<file path="config.mk">
export PLATFORM = sky130hd
export DESIGN_NAME = lsram_fifo_ctrl
export DESIGN_NICKNAME = d
export VERILOG_FILES = /design/src/rtl/lsram_fifo_ctrl.sv
export SDC_FILE = /design/constraint.sdc
export NUM_CORES = 1
export LEC_CHECK = 0
export CAP_MARGIN = 20
export CORE_MARGIN = 2
export CORE_UTILIZATION = 51
export CTS_CLUSTER_DIAMETER = 150
export DETAILED_ROUTE_END_ITERATION = 12
export PLACE_DENSITY = 0.83
export SLEW_MARGIN = 20
export SYNTH_ARGS = -nofsm -noshare
export SYNTH_HDL_FRONTEND = slang
export SYNTH_SLANG_ARGS = --single-unit
</file>
<file path="constraint.sdc">
create_clock -name i_clock -period 4.56 [get_ports i_clock]
set_input_delay 0.912 -clock i_clock [delete_from_list [all_inputs] [get_ports i_clock]]
set_output_delay 0.912 -clock i_clock [all_outputs]
set_load 0.005 [all_outputs]
</file>
<file path="src/rtl/lsram_fifo_ctrl.sv">
// lsram_fifo_ctrl: pointer/count/flag sequencer for a single-clock FIFO built on a sync-read LSRAM.
// Latency: RAM strobes are combinational from the registered flags; DVLD trails an accepted read by RD_LATENCY.
// Backpressure: none on read data; a write while FULL or a read while EMPTY is rejected and flagged.
// Optional: define LSRAM_FIFO_CTRL_ECC_EN to add SB/DB error monitoring of read data.
module lsram_fifo_ctrl #(
  parameter int DEPTH      = 128,
  parameter int ADDR_W     = 7,
  parameter int RD_LATENCY = 1,
  parameter int AFULL_LVL  = 120,
  parameter int AEMPTY_LVL = 8
) (
  input  logic              i_clock,
  input  logic              i_reset,
  input  logic              i_we,
  input  logic              i_re,
  output logic [ADDR_W-1:0] o_ram_waddr,
  output logic              o_ram_wen,
  output logic [ADDR_W-1:0] o_ram_raddr,
  output logic              o_ram_ren,
  output logic              o_dvld,
  output logic              o_full,
  output logic              o_afull,
  output logic              o_empty,
  output logic              o_aempty,
  output logic [ADDR_W:0]   o_wcnt,
  output logic              o_overflow,
  output logic              o_underflow
`ifdef LSRAM_FIFO_CTRL_ECC_EN
  ,
  input  logic              i_sb_correct,
  input  logic              i_db_detect,
  output logic [7:0]        o_sb_cnt,
  output logic              o_db_err
`endif
);

  localparam int CNT_W = ADDR_W + 1;
  localparam logic [CNT_W-1:0]  C_DEPTH  = CNT_W'(DEPTH);
  localparam logic [CNT_W-1:0]  C_AFULL  = CNT_W'(AFULL_LVL);
  localparam logic [CNT_W-1:0]  C_AEMPTY = CNT_W'(AEMPTY_LVL);
  localparam logic [ADDR_W-1:0] C_LAST   = ADDR_W'(DEPTH - 1);

  logic [ADDR_W-1:0]     r_wptr;
  logic [ADDR_W-1:0]     r_rptr;
  logic [CNT_W-1:0]      r_cnt;
  logic                  r_full;
  logic                  r_afull;
  logic                  r_empty;
  logic                  r_aempty;
  logic                  r_overflow;
  logic                  r_underflow;
  logic [RD_LATENCY-1:0] r_rd_pipe;

  logic                  w_wr_ok;
  logic                  w_rd_ok;
  logic [CNT_W-1:0]      w_cnt_nxt;

  // Accept decisions use the flags registered at the start of the cycle; reset blocks both.
  always_comb begin
    w_wr_ok = i_we & ~r_full  & ~i_reset;
    w_rd_ok = i_re & ~r_empty & ~i_reset;
  end

  // Next occupancy: simultaneous accepted read and write leave the count unchanged.
  always_comb begin
    w_cnt_nxt = r_cnt;
    if (w_wr_ok && !w_rd_ok) begin
      w_cnt_nxt = r_cnt + CNT_W'(1);
    end else if (!w_wr_ok && w_rd_ok) begin
      w_cnt_nxt = r_cnt - CNT_W'(1);
    end
  end

  // Pointers wrap by compare at DEPTH-1 so non-power-of-2 depths work.
  always_ff @(posedge i_clock) begin
    if (i_reset) begin
      r_wptr <= '0;
      r_rptr <= '0;
    end else begin
      if (w_wr_ok) r_wptr <= (r_wptr == C_LAST) ? '0 : r_wptr + ADDR_W'(1);
      if (w_rd_ok) r_rptr <= (r_rptr == C_LAST) ? '0 : r_rptr + ADDR_W'(1);
    end
  end

  // Count and all status flags are registered from the next count so they move together.
  always_ff @(posedge i_clock) begin
    if (i_reset) begin
      r_cnt       <= '0;
      r_full      <= 1'b0;
      r_afull     <= 1'b0;
      r_empty     <= 1'b1;
      r_aempty    <= 1'b1;
      r_overflow  <= 1'b0;
      r_underflow <= 1'b0;
    end else begin
      r_cnt       <= w_cnt_nxt;
      r_full      <= (w_cnt_nxt == C_DEPTH);
      r_afull     <= (w_cnt_nxt >= C_AFULL);
      r_empty     <= (w_cnt_nxt == '0);
      r_aempty    <= (w_cnt_nxt <= C_AEMPTY);
      r_overflow  <= i_we & r_full;
      r_underflow <= i_re & r_empty;
    end
  end

  // Read-data-valid pipeline; reset drops any reads still in flight.
  always_ff @(posedge i_clock) begin
    if (i_reset) begin
      r_rd_pipe <= '0;
    end else begin
      r_rd_pipe <= (r_rd_pipe << 1) | RD_LATENCY'(w_rd_ok);
    end
  end

  assign o_ram_waddr = r_wptr;
  assign o_ram_wen   = w_wr_ok;
  assign o_ram_raddr = r_rptr;
  assign o_ram_ren   = w_rd_ok;
  assign o_dvld      = r_rd_pipe[RD_LATENCY-1];
  assign o_full      = r_full;
  assign o_afull     = r_afull;
  assign o_empty     = r_empty;
  assign o_aempty    = r_aempty;
  assign o_wcnt      = r_cnt;
  assign o_overflow  = r_overflow;
  assign o_underflow = r_underflow;

`ifdef LSRAM_FIFO_CTRL_ECC_EN
  logic [7:0] r_sb_cnt;
  logic       r_db_err;

  // Error indications are only meaningful alongside valid read data; counter saturates, DB is sticky.
  always_ff @(posedge i_clock) begin
    if (i_reset) begin
      r_sb_cnt <= '0;
      r_db_err <= 1'b0;
    end else if (o_dvld) begin
      if (i_sb_correct && (r_sb_cnt != 8'hFF)) r_sb_cnt <= r_sb_cnt + 8'd1;
      if (i_db_detect) r_db_err <= 1'b1;
    end
  end

  assign o_sb_cnt = r_sb_cnt;
  assign o_db_err = r_db_err;
`endif

endmodule

</file>
## After elaboration in Yosys (flattened, before gate mapping)

Index checks and enable logic that the tools add are counted.

| cells by class | value |
|---|---|
| $add $sub $neg | 4 |
| magnitude comparators | 2 |
| eq/ne operators | 3 |
| multiplexer cells | 4 |
| bitwise gates (word level) | 9 |
| reductions and logical operators | 5 |

Operator list:

| cell | number |
|---|---|
| 2-to-1 mux 8 bit | 2 |
| adder 7 x 1 -> 7 bit, second input constant | 2 |
| == test 7 bit, second input constant | 2 |
| 2-to-1 mux 7 bit | 2 |
| adder 8 x 1 -> 8 bit, second input constant | 1 |
| == test 8 bit, second input constant | 1 |
| greater-or-equal comparator 8 x 7 -> 1 bit, second input constant | 1 |
| <= comparator 8 x 4 -> 1 bit, second input constant | 1 |
| logical NOT 8 bit | 1 |
| subtractor 8 x 1 -> 8 bit, second input constant | 1 |
| bitwise AND 1 bit | 6 |
| NOT 1 bit | 3 |
| logical AND 1 bit | 2 |
| logical NOT 1 bit | 2 |

| word-level totals | value |
|---|---|
| register bits after elaboration | 29 |
| bits of input ports | 4 |
| output and inout bits | 31 |
| logic and storage cells | 37 |

## Depth between registers and ports, before layout

| depth | value |
|---|---|
| depth after elaboration | 8 |
| mapped depth | 7 |
| mapped depth without buffers | 7 |

## Least setup slack after synthesis

OpenSTA, ideal clock, no wires.

| timing path | value |
|---|---|
| path kind | input-to-reg |
| from | input i_reset |
| to | register r_aempty, in the netlist o_aempty |
| library setup time | 87 ps |
| data arrival time | 2172 ps |
| required time | 4473 ps |
| slack | 2301 ps |
| stages | 6 |
| path buffers | 0 |
| path through | nor3b_4 nand3_1 o32ai_1 xnor2_1 nand3_1 o31ai_1 |

| on the way | value |
|---|---|
| longest elaborated chain between the ends | 7 |
| elaborated cells on any way between the ends | 10 |
| those cells by class | 1 x order compare; 2 x mux; 3 x bitwise; 4 x reduce/logical |

RTL lines:

| item | line | RTL |
|---|---|---|
| start, declared | 13 | `input logic i_reset,` |
| NOT 1 bit | 60, 61 |  |
| bitwise AND 1 bit | 60 | `w_wr_ok = i_we & ~r_full & ~i_reset;` |
| logical NOT 1 bit | 69 | `end else if (!w_wr_ok && w_rd_ok) begin` |
| logical AND 1 bit | 69 |  |
| 2-to-1 mux 8 bit | 69 |  |
| 2-to-1 mux 8 bit | 67 | `if (w_wr_ok && !w_rd_ok) begin` |
| <= comparator 8 x 4 -> 1 bit | 100 | `r_aempty <= (w_cnt_nxt <= C_AEMPTY);` |
| end signal, assigned | 100 |  |
| end, declared | 49 | `logic r_aempty;` |

Several ways; a longest one is shown, not always the timed one.
A chain may end at the register's enable or synchronous reset.

## Worst setup path after layout

| timing path | value |
|---|---|
| from | input i_reset |
| to | output o_ram_wen |

| on the way | value |
|---|---|
| longest elaborated chain between the ends | 2 |

RTL lines:

| item | line | RTL |
|---|---|---|
| NOT 1 bit | 60 |  |
| bitwise AND 1 bit | 60 |  |
| end, declared | 17 | `output logic o_ram_wen,` |

No other way between the ends.

==> impl_metrics.env <==
export IMPL_drtIter0Drc=26
export IMPL_ios=35
export IMPL_drc=0
export IMPL_grt_pass1_wl_um=5120
export IMPL_grt_pass1_vias=1165
export IMPL_core_area_um2=2500
export IMPL_finalCritPeriodShare=0.754
export IMPL_routed_via_density=5.48
export IMPL_worstPathMaxFanout=9
export IMPL_p_leak_nw=0.676
export IMPL_ff2ff_path_depth=6
export IMPL_hp_class="reg2reg"
export IMPL_end_kind="primary output"
export IMPL_cts_hold_buf=0
export IMPL_cts_clk_slew_worst_paths_ps=100
export IMPL_period_needed_ps=3440
export IMPL_synth_seq_cells=29
export IMPL_finalClockSkew_ps=9.64
export IMPL_gp_congestion=0.834
export IMPL_syn_avg_cell_area_um2=8.64
export IMPL_fin_nets=204
export IMPL_wl_um=3100
export IMPL_die_x_um=55.7
export IMPL_slew_viol_final=0
export IMPL_io_buffer_count=34
export IMPL_finalSetupViolCount=0
export IMPL_syn_nets=166
export IMPL_initial_core_util=0.546
export IMPL_firstDrtPassIters=4
export IMPL_dieArea_um2=3110
export IMPL_outcome="complete, no violations"
export IMPL_ys_seq_area_frac=0.425
export IMPL_final_hold_viol_count=0
export IMPL_synth_top_family_by_area="simple AND/OR/NAND/NOR gates"
export IMPL_post_cts_setup_buffer_count=0
export IMPL_path_buf_inv=2
export IMPL_grt_max_degree=15
export IMPL_cts_buffers=5
export IMPL_max_stage_delay_ps=630
export IMPL_synthFlopType="dfxtp_1"
export IMPL_antenna_cells=0
export IMPL_slew_headroom=0.604
export IMPL_cp_num_cells=3
export IMPL_die_h_um=55.7
export IMPL_root_buffer="clkbuf_4"
export IMPL_start_kind="primary input"
export IMPL_max_cap_violations=0
export IMPL_cp_arrival_ps=2530
export IMPL_clock_fmax_ghz=0.291
export IMPL_critical_path_top_delay_family="buffers and inverters"
export IMPL_ctsResizeCount=0
export IMPL_hold_depth=2
export IMPL_wire_per_inst_um=13.6
export IMPL_antenna_found_initial=0
export IMPL_crit_slowest_cell="clkdlybuf4s50_1"
export IMPL_fin_util=0.734
export IMPL_synth_async_reset_ratio=0
export IMPL_ys_types=37
export IMPL_grt_ovfl_total=0
export IMPL_power_density_nw_per_um2=400
export IMPL_crit_path_cell_trace="clkdlybuf4s50_1, nor3b_2, clkdlybuf4s50_1"
export IMPL_htree_levels=2
export IMPL_synth_xor_area_share=0.122
export IMPL_synth_cells=158
export IMPL_ir_drop_mv=0.361
export IMPL_dp_hpwl_um=2340
export IMPL_synth_edf_count=0
export IMPL_area_growth_synth_to_final_pct=34.5
export IMPL_critical_path_class="in2out"
export IMPL_syn_cell_area_um2=1370
export IMPL_synthMuxAreaShare=0.0156
export IMPL_drive_gt1_frac=0.0761
export IMPL_total_power_w=0.000735
export IMPL_synthAdderAreaFrac=0.0367
export IMPL_worst_pin_slew_ps=592
export IMPL_final_setup_tns_ps=0
export IMPL_cp_common_cell="clkdlybuf4s50_1"
export IMPL_synth_compound_area_frac=0.0797
export IMPL_clock_sinks=29
export IMPL_rrSetupSlack_ps=2480
export IMPL_ys_warnings_count=0
export IMPL_vias=1243
export IMPL_postRouteAntennaNets=0
export IMPL_num_rows=18
export IMPL_clk_latency_ps=330
export IMPL_cts_tree="yes"
export IMPL_cp_required_ps=3650
export IMPL_cts_path_max_buffers=2
export IMPL_rsz0062_at_grt="no"
export IMPL_grt_usage=0.212
export IMPL_synth_simple_gate_area_share=0.297
==> tightest hold or removal path: stages (launching register included) <==
cell     delay (ps)
dfxtp_1         340
o21ai_0          70
a21oi_1          60
==> registers in the layout, summed over array words and instances (netlist names) <==
| name | count |
|---|---|
| o_overflow | 1 |
| o_ram_waddr | 7 |
| o_aempty | 1 |
| o_empty | 1 |
| o_wcnt | 8 |
| o_afull | 1 |
| o_dvld | 1 |
| o_ram_raddr | 7 |
| o_full | 1 |
| o_underflow | 1 |
==> cells by family (layout without fill, tap and decap cells) <==
group,Yosys count,count (layout)
adders and majority gates,4,4
muxes,2,2
AOI/OAI and AO/OA,18,18
DFF,29,29
and+or+nand+nor,78,78
xor gates and xnor gates,19,19
buffers and inverters,8,47
==> layout by cell type, fill, tap and decap left out <==
cell type / count
o211ai_1: 1
nor2_1: 25
clkdlybuf4s50_1: 34
clkbuf_4: 5
nor3_1: 1
nor3b_4: 1
mux2i_1: 1
or3_1: 2
nand4_1: 9
and3_1: 5
nor2b_1: 2
or2_1: 1
nor3b_1: 1
o32ai_1: 1
o31ai_1: 2
xor2_1: 7
buf_4: 1
o21ai_1: 1
dfxtp_1: 29
a21oi_1: 6
nor4_2: 1
and2_1: 1
o21a_1: 1
nor4_1: 1
nand3_1: 7
nand2b_1: 2
nor2_2: 1
mux2_2: 1
o21ai_0: 3
nor3b_2: 1
nand3_2: 1
inv_1: 4
nand2_1: 16
a211oi_1: 1
o22ai_1: 2
clkinv_2: 1
xnor2_1: 12
bufinv_16: 2
ha_1: 4
==> layer usage <==
metal	vias to the layer above	part of all wire	GRT usage	wire length, um
met2	34	0.52	0.362	1590
met1	582	0.43	0.247	1330
met5	-	0	0	0
met4	0	0.0081	0.108	25
li1	624	-	-	-
met3	3	0.047	0.0488	147
==> synth_stat cells (all sizes together) (3+ instances only) <==
cell,instances,area share
dfxtp,29,0.43
nor2,26,0.073
nand2,16,0.044
xnor2,12,0.077
nand4,9,0.041
nand3,8,0.033
xor2,7,0.045
a21oi,6,0.022
and3,5,0.023
ha,4,0.037
inv,4,0.011
o21ai,4,0.015
buf,3,0.010
nor3b,3,0.028
==> power by group <==
group / leakage (nW) / internal, W / switching [W] / total (W)
logic: 0.386 / 0.0000847 / 0.0000799 / 0.000165
clock network: 0.0552 / 0.000170 / 0.0000957 / 0.000265
registers: 0.236 / 0.000275 / 0.0000296 / 0.000305
==> per-stage QoR <==
step	area (um2)	hold slack [ps]	std cells	worst slack, ps
floorplan	1370	481	158	2300
global placement	1730	485	219	1160
detailed placement	1730	494	219	1130
CTS	1840	510	227	1110
global route	1840	543	227	1060
finish	1840	510	227	1120
==> final cells by class <==
type	count	area [um2]
Clock buffer	5	37.5
Clock inverter	3	65.1
Fill cell	196	664
Inverter	4	15.0
Multi-Input combinational cell	121	752
Sequential cell	29	581
Tap cell	30	37.5
Timing Repair Buffer	35	348
==> worst paths after layout <==
| kind | start | to |
|---|---|---|
| worst max-delay path | i_reset | o_ram_wen |
| worst min-delay path | o_ram_waddr[5]$_SDFFE_PP0P_ | o_ram_waddr[5]$_SDFFE_PP0P_ |
| worst max register to register | o_full$_SDFF_PP0_ | o_full$_SDFF_PP0_ |
| worst min register to register | o_ram_waddr[5]$_SDFFE_PP0P_ | o_ram_waddr[5]$_SDFFE_PP0P_ |
No activity file was read; power rests on OpenSTA's default activity.
